### src/rtl/nexys_starship_pkg.sv
// Shared constants for the starship damage scheduler and its random source.
// State codes are fixed values so that debug LEDs/SSD decoding stays stable.
package nexys_starship_pkg;

    localparam logic [2:0] ST_IDLE   = 3'b001;
    localparam logic [2:0] ST_COUNT  = 3'b010;
    localparam logic [2:0] ST_SELECT = 3'b100;
    localparam logic [2:0] ST_FIRE   = 3'b000;

    localparam logic [15:0] LFSR_SEED = 16'hACE1;
    localparam logic [15:0] LFSR_TAPS = 16'hB400;

    // One right-shift Galois step; the taps are applied when the bit shifted out is 1.
    function automatic logic [15:0] lfsr_step(input logic [15:0] cur);
        return (cur >> 1) ^ (cur[0] ? LFSR_TAPS : 16'h0000);
    endfunction

endpackage

### src/rtl/nexys_starship_lfsr16.sv
// Free-running 16-bit Galois LFSR, shared by the randomised game blocks.
// It advances on every clock outside reset, independent of game state.
module nexys_starship_lfsr16 (
    input  logic        Clk,
    input  logic        Reset,
    output logic [15:0] lfsr
);
    import nexys_starship_pkg::*;

    always_ff @(posedge Clk or posedge Reset) begin
        if (Reset) begin
            lfsr <= LFSR_SEED;
        end else begin
            lfsr <= lfsr_step(lfsr);
        end
    end

endmodule

### src/rtl/nexys_starship_damage_sched.sv
// Central damage scheduler: after a random tick interval it breaks one working subsystem,
// and it pulses overload_gameover when too many subsystems stay broken for too long.
module nexys_starship_damage_sched #(
    parameter int NUM_SUB     = 4,
    parameter int TICK_DIV    = 25_000_000,
    parameter int BASE_TICKS  = 8,
    parameter int MAX_BROKEN  = 3,
    parameter int GRACE_TICKS = 10
) (
    input  logic               Clk,
    input  logic               Reset,
    input  logic               play_flag,
    input  logic               gameover_ctrl,
    input  logic [1:0]         difficulty,
    input  logic [NUM_SUB-1:0] broken_status,
    output logic [NUM_SUB-1:0] break_req,
    output logic [3:0]         break_hex,
    output logic               overload_gameover,
    output logic [2:0]         sched_state
);
    import nexys_starship_pkg::*;

    localparam int PW = (TICK_DIV > 1) ? $clog2(TICK_DIV) : 1;
    localparam int SW = $clog2(NUM_SUB);
    localparam int CW = $clog2(NUM_SUB + 1);
    localparam int OW = $clog2(GRACE_TICKS + 1);

    logic [2:0]    state;
    logic [PW-1:0] presc;
    logic [7:0]    icnt;
    logic [OW-1:0] ocnt;
    logic [SW-1:0] cand;
    logic [SW-1:0] scan;
    logic [15:0]   lfsr;
    logic [CW-1:0] broken_cnt;
    logic          tick;
    logic          overloaded;
    logic          stop;
    logic [7:0]    load_val;
    logic [SW-1:0] first_cand;
    logic [SW-1:0] next_cand;
    logic          unused_lfsr_bits;

    nexys_starship_lfsr16 u_lfsr (
        .Clk   (Clk),
        .Reset (Reset),
        .lfsr  (lfsr)
    );

    always_comb begin
        broken_cnt = '0;
        for (int i = 0; i < NUM_SUB; i++) begin
            broken_cnt = broken_cnt + CW'(broken_status[i]);
        end
    end

    assign overloaded  = int'(broken_cnt) >= MAX_BROKEN;
    assign stop        = gameover_ctrl || !play_flag;
    assign tick        = (state != ST_IDLE) && (presc == PW'(TICK_DIV - 1));
    assign load_val    = 8'(BASE_TICKS - 2 * int'(difficulty) + int'(lfsr[1:0]));
    assign first_cand  = SW'(int'(lfsr[2:0]) % NUM_SUB);
    assign next_cand   = (cand == SW'(NUM_SUB - 1)) ? '0 : cand + 1'b1;
    assign sched_state = state;
    assign unused_lfsr_bits = ^{lfsr[15:8], lfsr[3]};

    // Leaving play (or a game over) wins over any tick and aborts a pending FIRE;
    // break_hex deliberately keeps the last combo so the display stays meaningful.
    always_ff @(posedge Clk or posedge Reset) begin
        if (Reset) begin
            state             <= ST_IDLE;
            presc             <= '0;
            icnt              <= '0;
            ocnt              <= '0;
            cand              <= '0;
            scan              <= '0;
            break_req         <= '0;
            break_hex         <= '0;
            overload_gameover <= 1'b0;
        end else begin
            break_req         <= '0;
            overload_gameover <= 1'b0;
            if (state == ST_IDLE) begin
                if (!stop) begin
                    icnt  <= load_val;
                    state <= ST_COUNT;
                end
            end else if (stop) begin
                state <= ST_IDLE;
                presc <= '0;
                icnt  <= '0;
                ocnt  <= '0;
                cand  <= '0;
                scan  <= '0;
            end else begin
                presc <= tick ? '0 : presc + 1'b1;

                if (!overloaded) begin
                    ocnt <= '0;
                end else if (tick) begin
                    if (ocnt == OW'(GRACE_TICKS - 1)) begin
                        overload_gameover <= 1'b1;
                        ocnt              <= '0;
                    end else begin
                        ocnt <= ocnt + 1'b1;
                    end
                end

                case (state)
                    ST_COUNT: begin
                        if (tick) begin
                            if (icnt != 8'd0) begin
                                icnt <= icnt - 8'd1;
                            end else if (overloaded) begin
                                icnt <= load_val;
                            end else begin
                                cand  <= first_cand;
                                scan  <= '0;
                                state <= ST_SELECT;
                            end
                        end
                    end
                    ST_SELECT: begin
                        if (!broken_status[cand]) begin
                            break_req <= NUM_SUB'(1) << cand;
                            break_hex <= lfsr[7:4];
                            state     <= ST_FIRE;
                        end else if (scan == SW'(NUM_SUB - 1)) begin
                            icnt  <= load_val;
                            state <= ST_COUNT;
                        end else begin
                            cand <= next_cand;
                            scan <= scan + 1'b1;
                        end
                    end
                    ST_FIRE: begin
                        icnt  <= load_val;
                        state <= ST_COUNT;
                    end
                    default: begin
                        state <= ST_IDLE;
                    end
                endcase
            end
        end
    end

endmodule
### config.mk
export PLATFORM = sky130hd
export DESIGN_NAME = nexys_starship_damage_sched
export DESIGN_NICKNAME = d
export VERILOG_FILES = /design/src/rtl/nexys_starship_pkg.sv /design/src/rtl/nexys_starship_lfsr16.sv /design/src/rtl/nexys_starship_damage_sched.sv
export SDC_FILE = /design/constraint.sdc
export NUM_CORES = 1
export LEC_CHECK = 0
export ABC_CLOCK_PERIOD_IN_PS = 4470
export CAP_MARGIN = 20
export CORE_UTILIZATION = 45
export DETAILED_ROUTE_END_ITERATION = 6
export PLACE_DENSITY = 0.63
export SETUP_SLACK_MARGIN = 0.4
export SLEW_MARGIN = 40
export SYNTH_ARGS = -nofsm -noshare
export SYNTH_HDL_FRONTEND = slang
export SYNTH_SLANG_ARGS = --single-unit
### constraint.sdc
create_clock -name Clk -period 4.47 [get_ports Clk]
set_input_delay 0.447 -clock Clk [delete_from_list [all_inputs] [get_ports Clk]]
set_output_delay 0.447 -clock Clk [all_outputs]
set_load 0.05 [all_outputs]
==> reports/metrics.cfg <==
[sta]
relSlewSlack = 0.512
timing.hold.ws_ns = 0.352
setup_viol = 0
hold_viol_final = 0
fin_crit_sh = 0.683
rsz0062_at_grt = no
timing.final.crit_period_ns = 3.05
tightest_slew_ns = 0.730
fmax_ghz = 0.327
maxSlewViolCount = 0
fin_setup_tns_ns = 0
clock_skew_ns = 0.00761

[grt]
grt_max_degree = 51
grt_usage = 0.175
grt-ovfl-total = 0
grt_pass1_vias = 2513
antenna_found_initial = 0
grt_pass1_wl_um = 11500

[die]
dieArea_mm2 = 0.00813
core_region_area_mm2 = 0.00737
die_x_um = 90.2
fp.dieH_um = 90.2
ios = 22
start_util = 0.475
rows = 31

[cts]
post_cts_buffers = 0
ctsResizeCount = 0
cts_sinks = 69
clk_latency_ns = 0.34
ctsHoldBuffers = 0
cts_root_buffer = clkbuf_8
htreeDepth = 3
cts.path.max_buffers = 2
cts_tree = built
clkTransAtPathRegs_ns = 0.07
cts_inserted_buffers = 9

[critical_path]
worstPathArrival_ns = 3.28
timing.rr.start = sched_state[0]
critPathMaxFanout = 16
required_ns = 4.69
critPathKind = in2reg
crit_path_start_kind = input port
reg2reg_depth = 6
timing.critical_path.to_type = flop
r2r-end = cand[0]
regToRegSetupSlack_ns = 2.01

[synthesis]
synth-edff-count = 0
synth_area_mm2 = 0.00350
ys_types = 55
yosysWarnings = 0
synthFlopType = dfrtp_1
ys_ff_latch = 69
syn_area_per_cell_um2 = 10.0
synth_cells = 350
syn_nets = 376
yosysSeqAreaShare = 0.497
ys_async_sr_fraction = 1.00

[power_and_ir_drop]
ir_drop_mv = 0.251
report.power.total_uw = 1290
power_density_mw_per_mm2 = 324
leakagePower_uw = 0.00173

[outcome]
status = finished, final reports clean

[place]
placed_cell_area_mm2 = 0.00379
place.gp.congestion = 0.796
numPortBuffers = 21
dp_hpwl_um = 4550
place_inst = 459

[detailed_routing]
totalWireLength_um = 6460
final_antenna_net_count = 0
drc_errors = 0
vias_per_cell = 5.24
wl_per_cell_um = 13.6
drt_iter0_markers = 84
first_pass_iters = 4
vias = 2491

[cells_and_area]
area_growth_pct = 14.0
final_area_mm2 = 0.00399
final_layout_size_suffix_gt1_frac = 0.136
antenna_cells = 0
final_cells = 475
nNetsFinal = 397
fillers = 685

[worst_hold_path]
holdPathEnd = u_lfsr.lfsr[2]
holdCritStartpoint = u_lfsr.lfsr[3]
hold-path-cell-count = 0
min_path_type = reg2reg

[run]
maxCapViolations = 0

==> cells in the mapped netlist, types with 6 or more instances <==
cell	n	area share
o21ai_0	20	0.029
mux2_2	9	0.029
clkbuf_1	8	0.0086
xnor2_1	19	0.048
nand3_1	13	0.019
inv_1	19	0.020
xor2_1	6	0.015
dfrtp_1	60	0.43
nor2_1	56	0.060
dfstp_2	9	0.068
nor3_1	12	0.017
ha_1	14	0.050
nand2_1	23	0.025
a21oi_1	9	0.013
==> cells in the final DEF (no fill, tap or decap), types with 3 or more instances in the layout <==
cell type        netlist  final
nand2_1               23     23
o21ai_0               20     20
dfstp_2                9      9
and2_1                 4      4
or3_1                  4      4
clkdlybuf4s50_1        0     21
dfrtp_1               60     60
or2_2                  3      3
mux2_2                 9      9
clkbuf_8               0      9
inv_1                 19     18
xor2_1                 6      6
nand4_1                3      3
nor3_1                12     12
nand2b_1               5      5
nor3b_1                3      3
clkinvlp_4             0      3
a21oi_1                9      9
mux2i_1                4      4
and3_1                 3      3
xnor2_1               19     19
ha_1                  14     14
nand3_1               13     13
nor2_1                56     56
==> cell type report <==
class	instances	area, um2	area share
clock buffer	9	124	0.0311
tap	99	124	0.0311
clock inverter	7	75.1	0.0188
multi-input combinational	249	1630	0.408
timing repair buffer	23	225	0.0565
inverter	19	73.8	0.0185
sequential	69	1740	0.436
==> cells by family (layout without fill, tap and decap cells) <==
group,after synthesis,after routing,synth area share
AO/OA/AOI/OAI,49,49,0.0901
XOR/XNOR,25,25,0.0626
adder cells (fa/ha/maj),16,16,0.0615
buffers and inverters,32,58,0.0379
flip-flops,69,69,0.497
multiplexers,13,13,0.0404
AND/OR/NAND/NOR,146,146,0.211
==> flip-flops by register name (all words and copies together), names as in the netlist <==
register,cells
icnt,8
cand,2
scan,2
break_req,4
break_hex,4
sched_state,3
ocnt,4
u_lfsr.lfsr,16
overload_gameover,1
presc,25
==> per-stage QoR <==
step	utilization	worst slack (ns)
finish	0.541	1.42
global route	0.541	1.20
CTS	0.541	1.46
detailed placement	0.514	1.07
global placement	0.514	1.18
floorplan	-	1.73
==> worst max path at each step <==
stage                     startpoint      end  slack [ns]
floorplan           broken_status[0]  icnt[6]        1.73
global placement    broken_status[0]  icnt[0]        1.18
detailed placement  broken_status[0]  icnt[0]        1.07
CTS                 broken_status[0]  icnt[0]        1.46
global route        broken_status[0]  icnt[4]        1.20
finish              broken_status[0]  icnt[0]        1.42
==> worst max-delay path, cell delays in order <==
cell	delay, ns
clkdlybuf4s50_1	0.49
inv_1	0.06
fa_1	0.53
inv_1	0.04
ha_1	0.17
ha_1	0.27
a21o_1	0.23
nor3b_1	0.36
a22oi_1	0.14
o211ai_2	0.26
or3_1	0.20
o21ai_0	0.08
==> power breakdown <==
part | total [uW] | internal (uW) | switching [uW] | leakage [uW]
Sequential | 652 | 637 | 14.6 | 0.000924
Clock | 501 | 259 | 243 | 0.0000918
Combinational | 137 | 49.9 | 87.0 | 0.000716
==> layer usage <==
metal | part of all wire | track usage | vias up | wire (um)
li1 | - | - | 1231 | -
met1 | 0.46 | 0.214 | 1227 | 2970
met2 | 0.50 | 0.300 | 23 | 3250
met3 | 0.024 | 0.0406 | 10 | 156
met4 | 0.013 | 0.0685 | 0 | 81
met5 | 0 | 0 | - | 0
No activity file was read; power rests on OpenSTA's default activity.
